`config.mk`:
```
export PLATFORM = sky130hd
export DESIGN_NAME = tlp_tx_arbiter
export DESIGN_NICKNAME = d
export VERILOG_FILES = /design/src/rtl/tlp_tx_arbiter.sv
export SDC_FILE = /design/constraint.sdc
export NUM_CORES = 1
export LEC_CHECK = 0
export ABC_AREA = 1
export CAP_MARGIN = 20
export CORE_AREA = 5 5 632 634
export CTS_BUF_LIST = sky130_fd_sc_hd__clkbuf_2 sky130_fd_sc_hd__clkbuf_4 sky130_fd_sc_hd__clkbuf_8
export CTS_CLUSTER_SIZE = 8
export DETAILED_ROUTE_END_ITERATION = 10
export DIE_AREA = 0 0 637 639
export PLACE_DENSITY_LB_ADDON = 0.25
export SYNTH_ARGS = -nofsm -noshare
export SYNTH_HDL_FRONTEND = slang
export SYNTH_SLANG_ARGS = --single-unit
export TNS_END_PERCENT = 50
```
`constraint.sdc`:
```
create_clock -name user_clk -period 3.62 [get_ports user_clk]
set_input_delay 0.543 -clock user_clk [delete_from_list [all_inputs] [get_ports user_clk]]
set_output_delay 0.543 -clock user_clk [all_outputs]
set_load 0.05 [all_outputs]
```
`src/rtl/tlp_tx_arbiter.sv`:
```
// Packet-granular round-robin arbiter merging NUM_PORTS AXI-Stream TLP sources onto one TX stream.
// The grant is held from the first beat until the tlast handshake; handoff to another pending port costs no bubble.
module tlp_tx_arbiter #(
    parameter int DATA_WIDTH = 256,
    parameter int KEEP_WIDTH = DATA_WIDTH / 32,
    parameter int USER_WIDTH = 62,
    parameter int NUM_PORTS  = 4
) (
    input  logic                             user_clk,
    input  logic                             user_reset_n,
    input  logic [NUM_PORTS*DATA_WIDTH-1:0]  s_axis_tdata,
    input  logic [NUM_PORTS*KEEP_WIDTH-1:0]  s_axis_tkeep,
    input  logic [NUM_PORTS*USER_WIDTH-1:0]  s_axis_tuser,
    input  logic [NUM_PORTS-1:0]             s_axis_tlast,
    input  logic [NUM_PORTS-1:0]             s_axis_tvalid,
    output logic [NUM_PORTS-1:0]             s_axis_tready,
    output logic [DATA_WIDTH-1:0]            m_axis_tdata,
    output logic [KEEP_WIDTH-1:0]            m_axis_tkeep,
    output logic [USER_WIDTH-1:0]            m_axis_tuser,
    output logic                             m_axis_tlast,
    output logic                             m_axis_tvalid,
    input  logic [3:0]                       m_axis_tready,
    output logic [NUM_PORTS-1:0]             grant,
    output logic                             busy
);

    localparam int IDX_W = $clog2(NUM_PORTS);

    typedef enum logic {
        IDLE = 1'b0,
        BUSY = 1'b1
    } state_t;

    state_t               state;
    logic [IDX_W-1:0]     gnt_idx;
    logic [IDX_W-1:0]     rr_ptr;

    logic [NUM_PORTS-1:0] req_x;
    logic                 eop;
    logic [IDX_W-1:0]     idle_win;
    logic [IDX_W-1:0]     eop_win;
    logic                 unused_tready_hi;

    // First requester strictly after 'after', wrapping modulo NUM_PORTS; the descending
    // scan lets the closest candidate overwrite the farther ones.
    function automatic logic [IDX_W-1:0] rr_pick(input logic [NUM_PORTS-1:0] req,
                                                 input logic [IDX_W-1:0]     after);
        logic [IDX_W-1:0] win;
        int               idx;
        win = after;
        for (int d = NUM_PORTS; d >= 1; d--) begin
            idx = (int'(after) + d) % NUM_PORTS;
            if (req[idx]) win = IDX_W'(idx);
        end
        return win;
    endfunction

    assign unused_tready_hi = ^m_axis_tready[3:1];

    always_comb begin
        req_x          = s_axis_tvalid;
        req_x[gnt_idx] = 1'b0;
    end

    assign eop      = (state == BUSY) && s_axis_tvalid[gnt_idx] && m_axis_tready[0]
                      && s_axis_tlast[gnt_idx];
    assign idle_win = rr_pick(s_axis_tvalid, rr_ptr);
    assign eop_win  = rr_pick(req_x, gnt_idx);

    // NOTE: sequential state uses non-blocking assignments so every register samples pre-edge values.
    always_ff @(posedge user_clk or negedge user_reset_n) begin
        if (!user_reset_n) begin
            state   <= IDLE;
            gnt_idx <= '0;
            rr_ptr  <= IDX_W'(NUM_PORTS - 1);
            grant   <= '0;
            busy    <= 1'b0;
        end else begin
            case (state)
                IDLE: begin
                    if (|s_axis_tvalid) begin
                        state   <= BUSY;
                        gnt_idx <= idle_win;
                        rr_ptr  <= idle_win;
                        grant   <= NUM_PORTS'(1) << idle_win;
                        busy    <= 1'b1;
                    end
                end
                BUSY: begin
                    if (eop) begin
                        if (|req_x) begin
                            gnt_idx <= eop_win;
                            rr_ptr  <= eop_win;
                            grant   <= NUM_PORTS'(1) << eop_win;
                        end else begin
                            state <= IDLE;
                            grant <= '0;
                            busy  <= 1'b0;
                        end
                    end
                end
                default: begin
                    state <= IDLE;
                    grant <= '0;
                    busy  <= 1'b0;
                end
            endcase
        end
    end

    // NOTE: every output gets a default before the conditional so no latch is inferred.
    always_comb begin
        m_axis_tdata  = '0;
        m_axis_tkeep  = '0;
        m_axis_tuser  = '0;
        m_axis_tlast  = 1'b0;
        m_axis_tvalid = 1'b0;
        s_axis_tready = '0;
        if (state == BUSY) begin
            m_axis_tdata           = s_axis_tdata[gnt_idx*DATA_WIDTH +: DATA_WIDTH];
            m_axis_tkeep           = s_axis_tkeep[gnt_idx*KEEP_WIDTH +: KEEP_WIDTH];
            m_axis_tuser           = s_axis_tuser[gnt_idx*USER_WIDTH +: USER_WIDTH];
            m_axis_tlast           = s_axis_tlast[gnt_idx];
            m_axis_tvalid          = s_axis_tvalid[gnt_idx];
            s_axis_tready[gnt_idx] = m_axis_tready[0];
        end
    end

endmodule

```
==> results of run 1 <==
## cell type report
class | instances | area [um2] | share of cell area [%]
Tap cell | 5242 | 6559 | 16.62
Clock buffer | 3 | 41.29 | 0.1046
Multi-Input combinational cell | 2427 | 10470 | 26.53
Inverter | 26 | 120.1 | 0.3043
Sequential cell | 10 | 260.3 | 0.6594
Antenna cell | 45 | 112.6 | 0.2853
Timing Repair Buffer | 1879 | 21900 | 55.50
## cell families (layout without fill, tap and decap cells)
| group | Yosys count | count (layout) | synth area share [%] |
|---|---|---|---|
| AND/OR/NAND/NOR | 1423 | 1423 | 45.37 |
| AO/OA/AOI/OAI | 1000 | 1000 | 42.29 |
| buffers and inverters | 283 | 1908 | 9.791 |
| flip-flops | 10 | 10 | 2.129 |
| adder cells (fa/ha/maj) | 4 | 4 | 0.4216 |
| other | 0 | 45 | 0 |
## Yosys cell counts, types with 2 or more instances
cell type	count
o21ai_0	661
nand4_1	2
dfrtp_1	8
nand3_1	18
nor2_1	1324
buf_4	2
buf_2	68
nand2_1	74
ha_1	4
buf_1	24
o21ai_1	2
dfstp_2	2
inv_2	4
inv_1	21
a21oi_1	335
clkbuf_1	162
## repair_timing
action	CTS	global route
resized for setup	0	1
endpoints found under the setup margin	0	1
setup buffers	0	0
hold endpoints to repair	0	0
hold buffers	0	0
## worst max path at each step
stage | slack, ps | end | cells past startpoint
after floorplan | 980 | s_axis_tready[0] | 7
after global placement | 300 | m_axis_tuser[21] | 6
after detailed placement | 310 | m_axis_tdata[100] | 7
after CTS | 50 | m_axis_tdata[100] | 7
after global routing | 20 | m_axis_tdata[100] | 7
final | 250 | m_axis_tuser[37] | 7
## where the power goes
part	internal (uW)	leakage (uW)	switching (uW)	total, uW
logic	15600	0.0136	25500	41100
clock network	73.0	0.0000218	45.1	118
registers	181	0.000109	127	308
total	15900	0.0138	25700	41600
## critical path, stage by stage, from the launching register on
cell and delay, ps:
dfrtp_4 590, inv_8 340, buf_12 240, buf_12 210, o21ai_1 170, buf_4 200
a21oi_1 500, buf_12 220
## through the flow
stage / power, uW / util (%) / hold WS [ps] / std cells / area, um2
floorplan: 17910 / - / 247.4 / 2720 / 11870
global placement: 42780 / 9.983 / 509.7 / 9583 / 39300
detailed placement: 42590 / 9.986 / 516.5 / 9584 / 39310
CTS: 42840 / 9.997 / 527.1 / 9587 / 39350
global route: 43680 / 10.01 / 559.7 / 9604 / 39400
finish: 41570 / 10.03 / 515.9 / 9632 / 39470
## state kept, by name (all words and copies together), names as in the netlist
name	flops
busy	1
state	1
grant	4
gnt_idx	2
rr_ptr	2
## routing by layer
layer	global-route usage [%]	part of all wire [%]
met1	14.10	36
met2	23.85	50
met3	7.146	12
met4	1.699	1.7
met5	0	0.46
==> flow_metrics.py, run 1 <==
metrics = {
    "cells_and_area": {
        "mostFrequentLayoutCell": "nor2_1",
        "syn2layout_area_growth_pct": 232.5,
        "drive_above_1_share_pct": 13.30,
        "layout_common_cells": "nor2_1 (1324), clkdlybuf4s50_1 (1320), o21ai_0 (640)",
        "n_fill_cell": 46342,
        "fin_nets": 5669,
    },
    "sta": {
        "timing.final.hold_violations": 0,
        "fin_worst_skew_ps": 6.665,
        "slew_violations": 0,
        "finalSetupViolCount": 0,
        "grt_setup_unrepaired": "false",
        "fin_setup_tns_ps": 0,
        "period_needed_ps": 3367,
        "worst_slack_ps": 252.8,
        "slew_headroom_pct": 27.45,
        "maxClockFrequency_ghz": 0.2970,
        "tightestPinTransition_ps": 1088,
        "timing.final.crit_share_pct": 93.02,
    },
    "placed_design": {
        "dp_slack_ps": 305.0,
        "place.gp.congestion": 0.8904,
        "hpwl_um": 263600,
        "io_buffers": 1651,
    },
    "clock_tree": {
        "tritoncts": "built",
        "clkSinkCount": 10,
        "clkTransAtPathRegs_ps": 50,
        "clockBufferDepth": 2,
        "insertion_delay_ps": 240,
        "cts-buffers-inserted": 3,
        "clockRootBuffer": "clkbuf_8",
        "htreeDepth": 1,
    },
    "critical_path": {
        "critPathMaxFanout": 27,
        "critPathLaunchType": "flop",
        "crit_required_ps": 3080,
        "r2r-start": "gnt_idx[1]",
        "cp-end-kind": "output port",
        "crit_path_start": "gnt_idx[0]",
        "r2r-end": "gnt_idx[1]",
        "critPathArrivalTime_ps": 2820,
        "worst_r2r_path_depth": 12,
        "criticalPathCategory": "reg2out",
        "r2r_slack_ps": 730,
    },
    "min_path": {
        "min_path_type": "reg2reg",
        "whs_path_depth": 2,
        "whs_endpoint": "grant[2]",
        "hold_start": "grant[2]",
    },
    "die": {
        "die_y_um": 639,
        "std_cell_rows": 231,
        "core_area_um2": 393700,
        "num_io_pins": 1655,
        "die-area_um2": 407000,
        "die_width_um": 637,
        "start_util_pct": 3.016,
    },
    "logic_synthesis": {
        "synth_flop_cell": "dfrtp_1",
        "synth_area_um2": 11870,
        "yosysTopAreaCell": "nor2_1",
        "ys_ff_latch": 10,
        "yosys_warnings": 0,
        "synth_cell_types": 25,
        "synth_top_area_share_pct": 41.86,
        "synth-edff-count": 0,
        "synthArstFlopShare_pct": 100.0,
        "syn-num-nets": 4042,
        "synth_seq_area_share_pct": 2.129,
        "syn_inst": 2720,
        "avgSynthCellArea_um2": 4.364,
        "synth_area_leaders": "nor2_1 (42%), o21ai_0 (28%), a21oi_1 (14%)",
    },
    "drt": {
        "drc_errors": 0,
        "drtAntennaViolNets": 0,
        "wirelength_um": 287700,
        "num_vias": 26187,
        "vias_per_cell": 2.719,
        "first_pass_iters": 8,
        "drt-initial-drc-count": 1814,
        "routedWlPerCell_um": 29.87,
    },
    "global_route": {
        "track_usage_pct": 13.33,
        "grt_pass1_vias": 25298,
        "antenna_found_initial": 291,
        "grt_max_degree": 108,
        "grt_overflow": 0,
        "grt_pass1_wl_um": 340700,
    },
    "power_and_ir_drop": {
        "peakVddDrop_mv": 0.4890,
        "power.density_nw_per_um2": 1053,
        "leakage_uw": 0.01376,
    },
    "job": {
        "maxCapViolCount": 0,
    },
    "run_status": {
        "status": "finished clean",
    },
}
Note: power is estimated with default switching activity, not from simulation.
==> run 2: changes to the inputs <==
TNS_END_PERCENT = unset   (was 50)
==> results of run 2 <==
Same layout as run 1: the final DEF is identical, and so are final timing and power.
==> run 3: changes to the inputs <==
SLEW_MARGIN = 40   (was unset)
==> run 3 against run 2 <==
  * Sequential share of layout area hardly changed
  * Cell count rose by 0.21%
  * Critical path depth stayed put
  * Die area unchanged
  * Setup slack worse by 47 ps
  * Core utilization about the same
  * Critical endpoint unchanged
  * Largest power group unchanged
  * Highest routed layer unchanged
==> flow_metrics.py, run 3 (synthesized netlist as in run 1, its figures left out) <==
metrics = {
    "job": {
        "maxCapViolCount": 0,
    },
    "clock_tree": {
        "clkTransAtPathRegs_ps": 50,
        "clockBufferDepth": 2,
        "clkSinkCount": 10,
        "cts_hold_buf": 0,
        "cts-buffers-inserted": 3,
        "htreeDepth": 1,
        "tritoncts": "built",
        "clockRootBuffer": "clkbuf_8",
        "insertion_delay_ps": 240,
    },
    "die": {
        "num_io_pins": 1655,
        "core_area_um2": 393700,
        "die-area_um2": 407000,
        "start_util_pct": 3.016,
        "std_cell_rows": 231,
        "die_width_um": 637,
        "die_y_um": 639,
    },
    "power_and_ir_drop": {
        "power.density_nw_per_um2": 1052,
        "seq_power_share_pct": 0.7,
        "netSwitchingPower_uw": 25740,
        "pwr-share-clk_pct": 0.3,
        "p_int_uw": 15890,
        "combinationalPowerShare_pct": 99.0,
        "p_total_uw": 41620,
        "p_sw_share_pct": 61.83,
        "leakage_uw": 0.01378,
        "peakVddDrop_mv": 0.5236,
    },
    "cells_and_area": {
        "drive_above_1_share_pct": 13.51,
        "layout_common_cells": "nor2_1 (1324), clkdlybuf4s50_1 (1316), o21ai_0 (639)",
        "top_register": "grant",
        "syn2layout_area_growth_pct": 233.2,
        "seq_area_um2": 260.3,
        "multi_input_area_um2": 10510,
        "largest_reg_flops": 4,
        "largestRegisters": "grant: 4 flops, gnt_idx: 2 flops, rr_ptr: 2 flops",
        "n_fill_cell": 46437,
        "fin_nets": 5669,
        "mostFrequentLayoutCell": "nor2_1",
    },
    "critical_path": {
        "crit_chain": "inv_8 > buf_12 > buf_12 > o21ai_1 > buf_4 > a21oi_1 > buf_12",
        "slowest_stage": "dfrtp_4",
        "crit_required_ps": 3080,
        "critPathArrivalTime_ps": 2870,
        "crit_path_start": "gnt_idx[0]",
        "crit_top_cell": "buf_12",
        "critPathLaunchType": "flop",
        "criticalPathCategory": "reg2out",
        "max_stage_delay_ps": 590,
        "critPathMaxFanout": 27,
        "r2r-start": "gnt_idx[0]",
        "cp-end-kind": "output port",
    },
    "sta": {
        "finalSetupViolCount": 0,
        "grt_setup_unrepaired": "false",
        "fin_worst_skew_ps": 3.701,
        "slew_headroom_pct": 38.27,
        "period_needed_ps": 3414,
        "timing.final.crit_share_pct": 94.32,
        "timing.final.hold_violations": 0,
        "maxClockFrequency_ghz": 0.2929,
        "fin_setup_tns_ps": 0,
        "slew_violations": 0,
        "tightestPinTransition_ps": 916.3,
    },
    "global_route": {
        "met2_usage_pct": 23.75,
        "grt_overflow": 0,
        "grt_pass1_vias": 25108,
        "grt_pass1_wl_um": 340700,
        "grt_use_met3_pct": 7.173,
        "grt_max_degree": 108,
        "track_usage_pct": 13.33,
        "busiest_layer": "met2",
        "grt_use_met1_pct": 14.14,
        "antenna_found_initial": 285,
    },
    "drt": {
        "drc_errors": 0,
        "vias_per_cell": 2.715,
        "routedWlPerCell_um": 29.82,
        "wirelength_um": 287800,
        "drt-initial-drc-count": 1747,
        "drtAntennaViolNets": 0,
        "first_pass_iters": 5,
        "num_vias": 26210,
    },
    "placed_design": {
        "io_buffers": 1651,
        "place.gp.congestion": 0.8904,
        "hpwl_um": 263600,
    },
    "min_path": {
        "min_path_type": "reg2reg",
        "hold_start": "grant[2]",
    },
    "run_status": {
        "status": "finished clean",
    },
}
[run 3: changes by cell type in the layout (fill, tap and decap cells not counted), sizes merged]
cell           change
diode             +20
buf                +4
clkdlybuf4s50      -4
[run 3: area by class of cell]
type                       count  area share [%]
antenna                       65          0.4112
clock buffer                   3          0.1044
inverter                      26          0.3036
multi-input combinational   2427           26.57
sequential                    10          0.6579
tap                         5242           16.58
timing repair buffer        1879           55.37
[run 3: final timing paths]
| path | end | slack, ps | cells past startpoint |
|---|---|---|---|
| min | grant[2] | 520 | 2 |
| min reg2reg | grant[2] | 520 | 2 |
| max reg2reg | gnt_idx[1] | 730 | 13 |
| max in group asynchronous | gnt_idx[0] | 2560 | 1 |
| min in group asynchronous | gnt_idx[1] | 660 | 1 |
| max | m_axis_tuser[37] | 210 | 7 |
[run 3: per-layer routing]
metal / up-vias / wire length [um]
li1: 12257 / -
met1: 11774 / 103300
met2: 1477 / 141800
met3: 502 / 35380
met4: 200 / 6104
met5: - / 1254
[run 3: repair_timing]
action / CTS / global route
setup buffers: 0 / 0
endpoints found under the setup margin: 0 / 2
resized for setup: 0 / 1
[run 3: critical path: cells and delay by family (launching register included)]
family                 cells  cell delay [ps]
buffers and inverters      5             1240
AOI/OAI and AO/OA          2              690
DFF                        1              590
[run 3: through the flow]
step	setup WS [ps]	area (um2)	std cells	utilization (%)	hold slack [ps]
2_1_floorplan	975.9	11870	2720	-	247.4
5_1_grt	112.4	39450	9607	10.02	560.5
3_3_place_gp	301.3	39300	9583	9.983	509.7
4_1_cts	21.14	39370	9586	10.00	527.2
6_report	205.6	39560	9652	10.05	520.1
3_5_place_dp	282.6	39330	9583	9.990	516.5
[run 3: power by group through the flow]
stage | Clock, uW | Sequential (uW) | Combinational, uW
after global routing | 125 | 326 | 43300
final | 118 | 307 | 41200
after detailed placement | 0 | 320 | 42300
after global placement | 0 | 322 | 42500
after floorplan | 0 | 303 | 17600
after CTS | 120 | 319 | 42400
